### config.mk
export PLATFORM = sky130hd
export DESIGN_NAME = uart_tx_cfg
export DESIGN_NICKNAME = d
export VERILOG_FILES = /design/src/rtl/uart_tx_cfg.sv
export SDC_FILE = /design/constraint.sdc
export NUM_CORES = 1
export LEC_CHECK = 0
export ABC_CLOCK_PERIOD_IN_PS = 4500
export CAP_MARGIN = 20
export CORE_ASPECT_RATIO = 0.9
export CORE_UTILIZATION = 40
export DETAILED_ROUTE_END_ITERATION = 10
export RECOVER_POWER = 50
export SYNTH_ARGS = -nofsm -noshare
export SYNTH_HDL_FRONTEND = slang
export SYNTH_SLANG_ARGS = --single-unit
### constraint.sdc
create_clock -name clk_i -period 4.5 [get_ports clk_i]
set_input_delay 0.9 -clock clk_i [delete_from_list [all_inputs] [get_ports clk_i]]
set_output_delay 0.9 -clock clk_i [all_outputs]
set_load 0.05 [all_outputs]
### src/rtl/uart_tx_cfg.sv
// Configurable UART transmitter with an internal FIFO. The frame format and
// baud divisor are captured when a byte is popped, so they stay fixed for that frame.
module uart_tx_cfg #(
  parameter int FIFO_DEPTH = 32,
  parameter int DIV_WIDTH  = 16
) (
  input  logic                          clk_i,
  input  logic                          rst_i,
  input  logic [DIV_WIDTH-1:0]          baud_div_i,
  input  logic [1:0]                    data_bits_i,
  input  logic [1:0]                    parity_i,
  input  logic                          stop2_i,
  input  logic                          we_i,
  input  logic [7:0]                    data_i,
  input  logic                          stall_i,
  output logic                          full_o,
  output logic                          empty_o,
  output logic [$clog2(FIFO_DEPTH):0]   level_o,
  output logic                          busy_o,
  output logic                          tx_o
);

  localparam int AW = $clog2(FIFO_DEPTH);

  typedef enum logic [2:0] {
    IDLE,
    START,
    DATA,
    PARITY,
    STOP1,
    STOP2
  } state_t;

  // Low-N-bit mask for the configured character length (5..8 bits).
  function automatic logic [7:0] data_mask(input logic [1:0] dbits);
    return 8'hFF >> (2'd3 - dbits);
  endfunction

  function automatic logic parity_bit(input logic [7:0] d, input logic [1:0] dbits,
                                      input logic odd);
    return (^(d & data_mask(dbits))) ^ odd;
  endfunction

  logic [7:0]           mem [FIFO_DEPTH];
  logic [AW:0]          wptr;
  logic [AW:0]          rptr;
  logic [7:0]           head;
  logic                 push;
  logic                 pop;

  state_t               state;
  logic [DIV_WIDTH-1:0] cnt;
  logic [DIV_WIDTH-1:0] div_l;
  logic [7:0]           sh;
  logic [2:0]           bitcnt;
  logic [1:0]           dbits_l;
  logic                 par_en_l;
  logic                 par_l;
  logic                 stop2_l;
  logic                 bit_end;
  logic                 last_stop;
  logic [2:0]           last_idx;

  // Pointers carry an extra wrap bit so a full FIFO is distinguishable from empty.
  assign empty_o = (wptr == rptr);
  assign full_o  = (wptr[AW] != rptr[AW]) && (wptr[AW-1:0] == rptr[AW-1:0]);
  assign level_o = wptr - rptr;
  assign head    = mem[rptr[AW-1:0]];

  assign bit_end   = (cnt == '0);
  assign last_stop = bit_end && (((state == STOP1) && !stop2_l) || (state == STOP2));
  assign last_idx  = {1'b1, dbits_l};

  assign push = we_i && !full_o;
  assign pop  = !empty_o && !stall_i && ((state == IDLE) || last_stop);

  always_ff @(posedge clk_i) begin
    if (push) begin
      mem[wptr[AW-1:0]] <= data_i;
    end
  end

  always_ff @(posedge clk_i) begin
    if (rst_i) begin
      wptr <= '0;
      rptr <= '0;
    end else begin
      if (push) begin
        wptr <= wptr + (AW+1)'(1);
      end
      if (pop) begin
        rptr <= rptr + (AW+1)'(1);
      end
    end
  end

  always_ff @(posedge clk_i) begin
    if (rst_i) begin
      state  <= IDLE;
      tx_o   <= 1'b1;
      busy_o <= 1'b0;
    end else if (pop) begin
      state    <= START;
      tx_o     <= 1'b0;
      busy_o   <= 1'b1;
      sh       <= head;
      dbits_l  <= data_bits_i;
      par_en_l <= parity_i[0] ^ parity_i[1];
      par_l    <= parity_bit(head, data_bits_i, parity_i[1]);
      stop2_l  <= stop2_i;
      div_l    <= baud_div_i;
      cnt      <= baud_div_i;
    end else if (state != IDLE) begin
      if (!bit_end) begin
        cnt <= cnt - DIV_WIDTH'(1);
      end else begin
        cnt <= div_l;
        unique case (state)
          START: begin
            state  <= DATA;
            tx_o   <= sh[0];
            bitcnt <= 3'd0;
          end
          DATA: begin
            if (bitcnt == last_idx) begin
              if (par_en_l) begin
                state <= PARITY;
                tx_o  <= par_l;
              end else begin
                state <= STOP1;
                tx_o  <= 1'b1;
              end
            end else begin
              bitcnt <= bitcnt + 3'd1;
              sh     <= sh >> 1;
              tx_o   <= sh[1];
            end
          end
          PARITY: begin
            state <= STOP1;
            tx_o  <= 1'b1;
          end
          STOP1: begin
            tx_o <= 1'b1;
            if (stop2_l) begin
              state <= STOP2;
            end else begin
              state  <= IDLE;
              busy_o <= 1'b0;
            end
          end
          STOP2: begin
            state  <= IDLE;
            tx_o   <= 1'b1;
            busy_o <= 1'b0;
          end
          default: begin
            state <= IDLE;
          end
        endcase
      end
    end
  end

endmodule

# ---- Yosys cells after proc, flatten, opt, wreduce, memory -nomap -nowiden
# Memory sizes are Yosys's and may differ from the RTL's. A register that Yosys moved wholly into a read port is not among the register bits.
# Cells that the tools add are included.
dict set report op_classes {
  n_addsub 6
  multipliers 0
  div 0
  order_cmp 0
  n_eq_ne 14
  shift 1
  mux 32
  bitwise_logic 5
  reduce_logical 32
}
# cell n
set ops {}
lappend ops {{2-to-1 mux 16 bit} 3}
lappend ops {{2-to-1 mux 8 bit} 5}
lappend ops {{logical NOT 16 bit} 1}
lappend ops {{subtractor 16 x 1 -> 16 bit, second input constant} 1}
lappend ops {{2-to-1 mux 1 bit} 14}
lappend ops {{adder 6 x 1 -> 6 bit, second input constant} 2}
lappend ops {{2-to-1 mux 3 bit} 4}
lappend ops {{one-hot mux 3 bit (4 select lines)} 1}
lappend ops {{2-to-1 mux 5 bit} 2}
lappend ops {{AND reduction 3 bit} 3}
lappend ops {{bitwise AND 8 bit} 1}
lappend ops {{nonzero test 2 bit} 4}
lappend ops {{XOR reduction 8 bit} 1}
lappend ops {{>> shifter 8 x 2 -> 8 bit, first input constant} 1}
lappend ops {{== test 3 x 2 -> 1 bit, second input constant} 2}
lappend ops {{== test 3 bit, second input constant} 2}
lappend ops {{== test 6 bit} 1}
lappend ops {{logical AND 1 bit} 6}
lappend ops {{!= test 2 bit, second input constant} 3}
lappend ops {{!= test 3 bit, second input constant} 2}
lappend ops {{one-hot mux 3 bit (2 select lines)} 1}
lappend ops {{AND reduction 6 bit} 1}
lappend ops {{nonzero test 3 bit} 2}
lappend ops {{subtractor 6 bit} 1}
lappend ops {{19 further kinds} 26}
dict set report word_totals {
  register_bits 65
  latch_bits 0
  mem_bits_rw 256
  mem_bits_ro 0
  input_bits 33
  output_inout_bits 10
  word_cells 105
  n_memories 1
}
# memory depth width read_ports rd_ports_with_merged_regs wr line
set memory_table {}
lappend memory_table {mem 32 8 1 1 1 44} ;# logic [7:0] mem [FIFO_DEPTH];

# ---- Logic depth before layout (Yosys ltp)
dict set report logic_depth {
  ltp_word 8
  mapped_depth 10
  ltp_nobuf 9
}

# ---- Least setup slack after synthesis
# Ideal clock, no wire load.
dict set report synth_path {
  path_type {register to register}
  start {register wptr[0]}
  end {register dbits_l[0] (enable)}
  setup_time_ns 0.342
  arrival_ns 3.229
  required_ns 4.158
  path_slack_ns 0.929
  path_stages_with_launch 10
  n_path_buf 2
  synth_period_minus_slack_ns 3.571
  path_cell_list {dfxtp_1 inv_1 ha_1 nand3_1 nor3_1 nor2_1 o211ai_2 clkbuf_1 clkbuf_1 nor2_1}
}
dict set report synth_between {
  elab_chain_cells 5
}
# item line
set synth_rtl {}
lappend synth_rtl {{from (decl)} 45} ;# logic [AW:0] wptr;
lappend synth_rtl {{from (signal assigned)} 89} ;# wptr <= wptr + (AW+1)'(1);
lappend synth_rtl {{== test 6 bit} 65} ;# assign empty_o = (wptr == rptr);
lappend synth_rtl {{via empty_o} 17} ;# output logic empty_o,
lappend synth_rtl {{logical NOT 1 bit} 75} ;# assign pop = !empty_o && !stall_i && ((state == IDLE) || last_stop);
lappend synth_rtl {{logical AND 1 bit (2 in a row)} 75}
lappend synth_rtl {{AND reduction 2 bit (no line)} n/a}
lappend synth_rtl {{to (signal assigned)} 107} ;# dbits_l <= data_bits_i;
lappend synth_rtl {{to (decl)} 56} ;# logic [1:0] dbits_l;
# The timed path passes the listed nets, and every way through them passes these cells.
# A chain may end at the register's enable or synchronous reset.

# ---- Worst setup path after layout
dict set report layout_path {
  start {register rptr[1]}
  end {output level_o[5]}
}
dict set report layout_between {
  elab_chain_cells 1
}
# item line
set layout_rtl {}
lappend layout_rtl {{from (decl)} 46} ;# logic [AW:0] rptr;
lappend layout_rtl {{from (signal assigned)} 92} ;# rptr <= rptr + (AW+1)'(1);
lappend layout_rtl {{subtractor 6 bit} 67} ;# assign level_o = wptr - rptr;
lappend layout_rtl {{to (decl)} 18} ;# output logic [$clog2(FIFO_DEPTH):0] level_o,
# Every way passes these cells.

==> metrics.txt <==
area of the multi-input gates 0.00357 mm2; post-placement worst setup slack 1110 ps; FF-to-FF Start wptr[0]; CP startpoint kind register; layout overhead on the synthesized area 15.1%; buffers from clock root to sink, at most 3; via count of the first global-routing pass 7017; number of endpoints failing setup at the final stage 0; ordered cell list for the critical path inv_1 -> ha_1 -> nor2b_1 -> o21ai_0 -> nand2b_1 -> a21o_1 -> a21oi_1 -> xor2_1 -> clkdlybuf4s50_1; number of max-slew violations in the final report 132; post-DR vias/cell 5.36; number of buffers inserted during clock tree synthesis 35; cell count of the worst hold path 2; Post-Syn Instances 798; Post-synth EDFFs 304; antenna violations before repair 0; worst rel slew slack -16.5%; residual antenna-violating net count after detailed routing 0; number of synthesized register bits 326; pin count of the biggest net entering global routing 44; Setup TNS 0 ps; Crit-path slowest cell sky130_fd_sc_hd__clkdlybuf4s50_1; Seq. cell area 0.00958 mm2; total leakage power 4.86 nW; fin worst setup slack 593 ps; Arrival @ worst endpoint 3010 ps; stage delay of the slowest cell on the critical path 810 ps; starting utilization of the core area 40.7%; Floorplan Core Area 0.0329 mm2; first-pass GRT wire length 43300 um; routed via count 7046; CTS tree yes; width of the chip 195 um; violated checks capacitance limit, slew limit; Filler Cell Count 2805; average wire per standard cell 21.7 um; Tcrit/Tclk final 86.8%; number of buffers inserted to repair setup after CTS 0; YS warnings 0; clock root buffer master sky130_fd_sc_hd__clkbuf_16; drt first pass iters 8; crit-path max FO 5; final clock skew 18.9 ps; TritonCTS sink count 326; post-cts hold buffer count 0; routed wire length 28500 um; Port-buffer cells 42; overall die area 0.0343 mm2; overall global routing resource usage 17.0%; Final #Nets 913; maxcap violations 4; remaining global-route overflow 0; setup repair after global routing missed its margin false; detailed router's first-iteration violation count 574; cells resized by post-CTS repair 0; final critical path time including I/O delays and setup 3910 ps; r2r worst-path depth 9; total count of hold-check failures in the final report 0; detailed-placement wirelength estimate 18100 um; Crit path required time 3600 ps; RePlAce Congestion 0.793; Clock transition at path regs 60 ps; prevailing post-synth register cell sky130_fd_sc_hd__edfxtp_1; run status complete, but fails checks; number of unique standard cell types used by synthesis 51; hold endpoint busy_o; Remaining DRCs 0; worst ir drop on vdd 0.000228 V; average cell area after synthesis 16.8 um2; vertical extent of the die 176 um; Synth async-reset ratio 0%; sequential-to-total area share from yosys stat 71.3%; setup slack of the most critical reg-to-reg path 1050 ps; FMAX 256 MHz; CP endpoint kind output port; nets in the synthesized netlist 844; placement row count 63; transition at the pin with the smallest max-transition slack 1750 ps; layout cell share with drive strength beyond 1 15.9%; source of the worst hold timing path busy_o; total inserted antenna cells 0; type of the worst setup path register to output port; class of the worst hold path register to register; # H-tree levels 2; I/O pin cnt 43; areal power density over the cells 475 mW/mm2; Critical R2R Capture bitcnt[0]; latest clock arrival within the worst-skew pair 520 ps; area of the mapped netlist 0.0134 mm2
## power breakdown
group / switching, W / leakage, nW / internal, W / total, W
sequential: 0.0000864 / 2.93 / 0.00342 / 0.00351
clock: 0.00114 / 0.546 / 0.00166 / 0.00281
combinational: 0.000556 / 1.39 / 0.000461 / 0.00102
total: 0.00179 / 4.86 / 0.00554 / 0.00733
## per-layer routing
layer	wire length, um	vias up	GRT usage (%)
li1	-	3248	-
met1	13100	3577	24.7
met2	13200	185	26.5
met3	1720	36	3.15
met4	521	0	4.04
met5	0	-	0
## synth_stat cells, drive strengths merged, types with 12 or more instances
cell	n	area share (%)
nand2	60	1.7
clkbuf	17	0.48
nand3	14	0.52
a21oi	20	0.75
buf	19	1.1
xor2	12	0.78
mux4	67	11
o21ai	41	1.5
ha	12	1.1
dfxtp	22	3.3
xnor2	20	1.3
edfxtp	304	68
nor2	70	2.0
o22ai	14	0.65
inv	16	0.45
mux2i	12	0.89
## flip-flops by register name (all words and copies together) (netlist names), 2 cells and up, named ones only
| name | count |
|---|---|
| bitcnt | 3 |
| cnt | 16 |
| dbits_l | 2 |
| div_l | 16 |
| mem | 256 |
| rptr | 6 |
| sh | 8 |
| state | 3 |
| wptr | 6 |
## cells in the final DEF (no fill, tap or decap), types with 16 or more instances in the layout
master                          count
sky130_fd_sc_hd__edfxtp_1         304
sky130_fd_sc_hd__nor2_1            69
sky130_fd_sc_hd__mux4_2            66
sky130_fd_sc_hd__nand2_1           60
sky130_fd_sc_hd__o21ai_0           41
sky130_fd_sc_hd__clkbuf_16         36
sky130_fd_sc_hd__dlygate4sd3_1     30
sky130_fd_sc_hd__a21oi_1           20
sky130_fd_sc_hd__xnor2_1           20
sky130_fd_sc_hd__dfxtp_1           20
sky130_fd_sc_hd__clkbuf_1          18
sky130_fd_sc_hd__inv_1             16
## worst max path at each step
stage / start / endpoint / slack [ps] / depth (start not counted)
after floorplan: wptr[0] / dbits_l[0] / 930 / 9
after global placement: rptr[1] / level_o[5] / 1160 / 9
after detailed placement: rptr[1] / level_o[5] / 1110 / 9
after CTS: rptr[1] / level_o[5] / 560 / 9
after global routing: rptr[1] / level_o[5] / 440 / 9
final: rptr[1] / level_o[5] / 590 / 9
## critical path, delay by kind of cell, from the launching register on
family / cells / cell delay, ps
buf+inv: 2 / 890
compound gates: 3 / 490
flops: 1 / 430
fa+ha+maj: 1 / 290
simple gates: 2 / 250
xor+xnor: 1 / 150
## cell type report
type | instances | share of cell area (%)
clock buffers | 44 | 6.09
clock inverters | 18 | 1.21
inverters | 16 | 0.389
multi-input cells | 420 | 23.1
flip-flops and latches | 326 | 62.0
well taps | 422 | 3.42
repair buffers | 68 | 3.78
## kinds of logic after synthesis
| logic type | Yosys count | share of synthesized area, % |
|---|---|---|
| adders and majority gates | 13 | 1.27 |
| and+or+nand+nor | 202 | 7.06 |
| DFF | 326 | 71.3 |
| xor gates and xnor gates | 33 | 2.26 |
| AOI/OAI and AO/OA | 93 | 3.98 |
| buffers and inverters | 52 | 1.99 |
| muxes | 79 | 12.2 |
## stage by stage
| stage | utilization [%] | cell area (um2) | power (W) | hold slack, ps | cells |
|---|---|---|---|---|---|
| final | 46.9 | 15500 | 0.00733 | 476 | 1314 |
| after global placement | 43.6 | 14400 | 0.00460 | 464 | 1248 |
| after global routing | 46.9 | 15500 | 0.00760 | 515 | 1314 |
| after floorplan | - | 13400 | 0.00430 | 470 | 798 |
| after CTS | 47.0 | 15500 | 0.00741 | 485 | 1311 |
| after detailed placement | 43.6 | 14400 | 0.00461 | 477 | 1249 |
(Power assumes the default switching activity.)
==> RTL change 1: new RTL, same settings <==
The 6 states of `state_t` get a one-hot encoding in 6 bits.
--- a/src/rtl/uart_tx_cfg.sv
+++ b/src/rtl/uart_tx_cfg.sv
@@ -22,13 +22,13 @@
 
   localparam int AW = $clog2(FIFO_DEPTH);
 
-  typedef enum logic [2:0] {
-    IDLE,
-    START,
-    DATA,
-    PARITY,
-    STOP1,
-    STOP2
+  typedef enum logic [5:0] {
+    IDLE   = 6'b000001,
+    START  = 6'b000010,
+    DATA   = 6'b000100,
+    PARITY = 6'b001000,
+    STOP1  = 6'b010000,
+    STOP2  = 6'b100000
   } state_t;
 
   // Low-N-bit mask for the configured character length (5..8 bits).
Check against the original RTL: same outputs for any inputs over 4 cycles, from zero or initial values and one cycle with rst_i high; so few cycles prove little.
==> RTL change 1 against the original RTL <==
- the run still ends with capacitance limit, slew limit left
- final cell count grew 4.2%
- worst setup slack gained 0.049 ns
- hold slack gained 0.029 ns
- sequential cell count grew 3
- non-clock buffer count grew 1
- total power shrank 3.1%
- cell area grew 1.1%
- sequential power grew 2%
- wire length shrank 0.84%
- register-to-register slack lost 0.33 ns
- fmax grew 1.3%
- synthesized cell count grew 3.0%
- synthesized area grew 2.2%
- critical path type unchanged
- highest routed layer unchanged
==> RTL change 1: results (changes against the original RTL) <==
Run status
  • Outcome: finished, violations left
  • Violated checks: capacitance limit, slew limit

Worst setup path
  • Critical Path Slowest Stage Cell: clkdlybuf4s50_1
  • Maximum fanout along the worst path: 4 (-1)
  • Data arrival time of the critical path: 2.96 ns (-0.05 ns)
  • Biggest cell delay along the critical path: 0.81 ns (about the same)

Cells and area
  • Largest register FFs: 256 (unchanged)
  • Fraction of layout cells with a size suffix above 1: 0.142 (-0.0170)
  • Antenna fix cells: 0 (unchanged)
  • Net total in the final layout: 937 (+2.6%)

Drt
  • Via/cell ratio: 5.29 (-1.3%)
  • First-iteration detailed-routing DRC count: 518 (-9.8%)
  • DRT Pass-1 Iters: 4 (-4)
  • Average routed wire per standard cell: 20.7 µm (-4.8%)

Synth
  • Synthesis warning total: 0 (unchanged)
  • Most instantiated cells after synthesis: edfxtp_1 (304), nor2_1 (72), nand2_1 (65), mux4_2 (53), o21ai_0 (38)
  • Leading post-synthesis cells by cell area: edfxtp_1 (67%), mux4_2 (8.7%), dfxtp_1 (3.6%), mux4_1 (2.5%), nor2_1 (2.0%)
  • Synth cell types: 61 (+20%)
  • Number of enable-type register cells in the synthesized netlist: 304 (unchanged)
  • Share of synthesized area occupied by flip-flops and latches: 0.702 (-0.0112)
  • Primary FF master, synth: edfxtp_1
  • Synth async-reset ratio: 0 (unchanged)
  • Total nets after synthesis: 868 (+2.8%)

Clock tree
  • Depth of the CTS H-tree: 2 (unchanged)
  • Clock transition at the registers of the reported paths: 0.06 ns (about the same)
  • Worst skew pair latency: 0.51 ns
  • Buffers inserted during post-CTS setup optimization: 0 (unchanged)
  • TritonCTS Buffers: 34 (-2.9%)
  • Buffers from clock root to sink, at most: 3 (unchanged)
  • Cts repair resizes: 0 (unchanged)
  • Clock root buffer: clkbuf_16

Timing
  • Fin. max-slew vios: 65 (-51%)
  • Final setup TNS: 0 ns (unchanged)
  • Final worst clock skew: 0.0186 ns (-0.000290 ns)
  • Slew @ Worst Pin: 1.61 ns (-0.142 ns)

Global route
  • Number of antenna violations at the first check in global routing: 0 (unchanged)
  • Number of global-route vias before repair: 7343 (+4.6%)
  • First-pass GRT wire length: 43.4 mm (+0.21%)
  • Aggregate global-route resource usage: 0.167 (-0.00313)

Place
  • Count of input and output buffers: 42 (unchanged)
  • RePlAce Congestion: 0.771 (-2.7%)
  • Half-perimeter wire length of the detailed placement result: 18.5 mm (+2.1%)
  • Placed cell area: 14700 µm² (+2.5%)

Flow run
  • MaxCap Viol Count: 2 (-2)

Pwr
  • Worst vdd rail ir drop: 337 µV (+48%)
  • Leakage power of the design: 0.00495 µW (+1.8%)

Hold path
  • Worst hold path class: reg -> reg
[RTL change 1: changes by cell type in the layout (fill, tap and decap cells not counted), sizes merged, moves of 4 or more]
cell,before,now
xnor2,20,16
nor2b,8,12
clkbuf,55,51
nand4,3,7
nand2,60,65
xor2,12,16
[RTL change 1: path summary, 6_finish.rpt]
path,startpoint,to,slack [ns],depth (start not counted)
hold reg to reg,tx_o,tx_o,0.50,1
setup / recovery,rptr[1],level_o[5],0.64,9
setup reg to reg,cnt[2],sh[3],0.72,6
hold / removal,tx_o,tx_o,0.50,1
[RTL change 1: layout make-up]
| type | count | area, µm² |
|---|---|---|
| clock buffers | 40 | 895 |
| clock inverters | 19 | 106 |
| repair buffers | 69 | 607 |
| multi-input cells | 442 | 3760 |
| flip-flops and latches | 329 | 9630 |
| well taps | 455 | 569 |
| inverters | 15 | 56.3 |
| fillers | 2899 | 17700 |
[RTL change 1: cells by family (layout without fill, tap and decap cells)]
group,Yosys count,in the layout,synth area share
flip-flops,329,329,0.702
buffers and inverters,51,143,0.0229
adder cells (fa/ha/maj),13,13,0.0124
AO/OA/AOI/OAI,97,97,0.0417
multiplexers,79,79,0.121
XOR/XNOR,33,33,0.0221
AND/OR/NAND/NOR,220,220,0.0779
[RTL change 1: layer usage]
layer / share of wire / global-route usage / vias to the layer above
met1: 0.45 / 0.233 / 3673
li1: - / - / 3344
met5: 0 / 0 / -
met4: 0.020 / 0.0436 / 0
met2: 0.48 / 0.268 / 184
met3: 0.060 / 0.0317 / 47
[RTL change 1: where the power goes]
group	leakage, µW	internal, µW	switching [µW]
sequential	0.00295	3470	103
combinational	0.00151	437	529
clock	0.000483	1430	1140
total	0.00495	5340	1770
[RTL change 1: through the flow]
stage	setup slack (ns)	hold slack (ns)	power [µW]	cells	util
floorplan	0.878	0.470	4350	822	-
global placement	1.16	0.483	4630	1304	0.439
detailed placement	1.18	0.483	4640	1308	0.442
CTS	0.620	0.501	7200	1367	0.472
global route	0.341	0.509	7390	1369	0.469
finish	0.642	0.505	7100	1369	0.469
[RTL change 1: worst max-delay path, delay by kind of cell, from the launching register on]
family,cells,cell delay [ns]
adders and majority gates,1,0.28
and+or+nand+nor,2,0.24
AOI/OAI and AO/OA,3,0.50
DFF,1,0.39
buffers and inverters,2,0.89
xor gates and xnor gates,1,0.15
==> RTL change 2: new RTL, config.mk and constraints unchanged <==
Without the edit above. Change the parameter `FIFO_DEPTH` from 32 to 64.
--- a/src/rtl/uart_tx_cfg.sv
+++ b/src/rtl/uart_tx_cfg.sv
@@ -1,7 +1,7 @@
 // Configurable UART transmitter with an internal FIFO. The frame format and
 // baud divisor are captured when a byte is popped, so they stay fixed for that frame.
 module uart_tx_cfg #(
-  parameter int FIFO_DEPTH = 32,
+  parameter int FIFO_DEPTH = 64,
   parameter int DIV_WIDTH  = 16
 ) (
   input  logic                          clk_i,
Ports: changed (resized level_o); port bits go from 43 to 44. No check against the original RTL was run, so the function may have changed too.
==> RTL change 2 against the original RTL <==
- the flow still finishes with violations (capacitance limit, slew limit)
- largest power group unchanged
- sequential cell count grew 259
- register-to-register slack got worse by 0.17 ns
- final cell count rose by 70%
- wire length is 96% higher
- total power increased by 76%
- cell area grew 76%
- via count increased by 75%
- worst setup slack got worse by 0.38 ns
- sequential share of layout area increased by 1.6 points
- synthesized area increased by 76%
- core utilization is 0.15 points lower
==> RTL change 2: results (changes against the original RTL) <==
Run status
  • Outcome: finished, violations left
  • Violated checks: capacitance limit, slew limit

Worst setup path
  • Worst setup path endpoint: level_o[6]
  • Data arrival time of the critical path: 3.39 ns (+0.38 ns)

Global route
  • Met1 track demand over resource: 0.291 (+0.0438)
  • Fraction of met3 tracks used by global routing: 0.0272 (-0.00431)
  • First-pass GRT wire length: 83.8 mm (+94%)

Clock tree
  • TritonCTS Buffers: 59 (+69%)

Synth
  • Xor and xnor fraction of the mapped netlist area: 0.0134 (-0.00912)
  • Post-synthesis mux area share: 0.142 (+0.0205)
  • Leading post-synthesis cells by cell area: edfxtp_1 (71%), mux4_2 (13%), dfxtp_1 (2.1%), nor2_1 (1.8%), nand2_1 (1.4%)
  • Total nets after synthesis: 1325 (+57%)
  • Synth cell types: 63 (+24%)

Timing
  • F_max: 233 MHz (-8.8%)
  • Slew @ Worst Pin: 2.57 ns (+0.821 ns)
  • Fin. max-slew vios: 351 (+170%)

Cells and area
  • Net total in the final layout: 1454 (+59%)
  • Layout Cells excl Fill: 2232 (+70%)
  • Largest register FFs: 512 (+100%)

Flow run
  • MaxCap Viol Count: 8 (+4)

Drt
  • First-iteration detailed-routing DRC count: 1504 (+160%)

Pwr
  • Internal power: 9840 µW (+77%)
  • Worst vdd rail ir drop: 277 µV (+21%)
  • Leakage power of the design: 0.00859 µW (+77%)

Hold path
  • Worst hold path endpoint: tx_o

Place
  • RePlAce Congestion: 0.870 (+9.7%)
  • Placed cell area: 25300 µm² (+76%)
  • Number of cells after detailed placement: 2122 (+70%)
  • Half-perimeter wire length of the detailed placement result: 35.4 mm (+96%)
## RTL change 2: tightest hold or removal path: stages (launching register included)
cell	delay, ns
dfxtp_1	0.33
o22ai_1	0.07
nand2b_1	0.06
## RTL change 2: power by group through the flow
stage               registers [µW]  logic, µW  clock network [µW]
floorplan                     6220       1220                   0
global placement              6240       1730                   0
detailed placement            6240       1750                   0
CTS                           6130       1750                5170
global route                  6140       1840                5370
finish                        6130       1720                5070
## RTL change 2: cell type report
type | instances | area (µm²) | area share
Clock buffer | 79 | 1600 | 0.0587
Inverter | 18 | 67.6 | 0.00248
Sequential cell | 585 | 17300 | 0.635
Tap cell | 774 | 968 | 0.0355
Timing Repair Buffer | 134 | 1060 | 0.0388
Multi-Input combinational cell | 612 | 5840 | 0.214
Clock inverter | 30 | 409 | 0.0150
## RTL change 2: logic make-up after synthesis
| group | after synthesis |
|---|---|
| compound gates | 123 |
| buf+inv | 84 |
| simple gates | 282 |
| xor+xnor | 33 |
| mux | 163 |
| flops | 585 |
| fa+ha+maj | 11 |
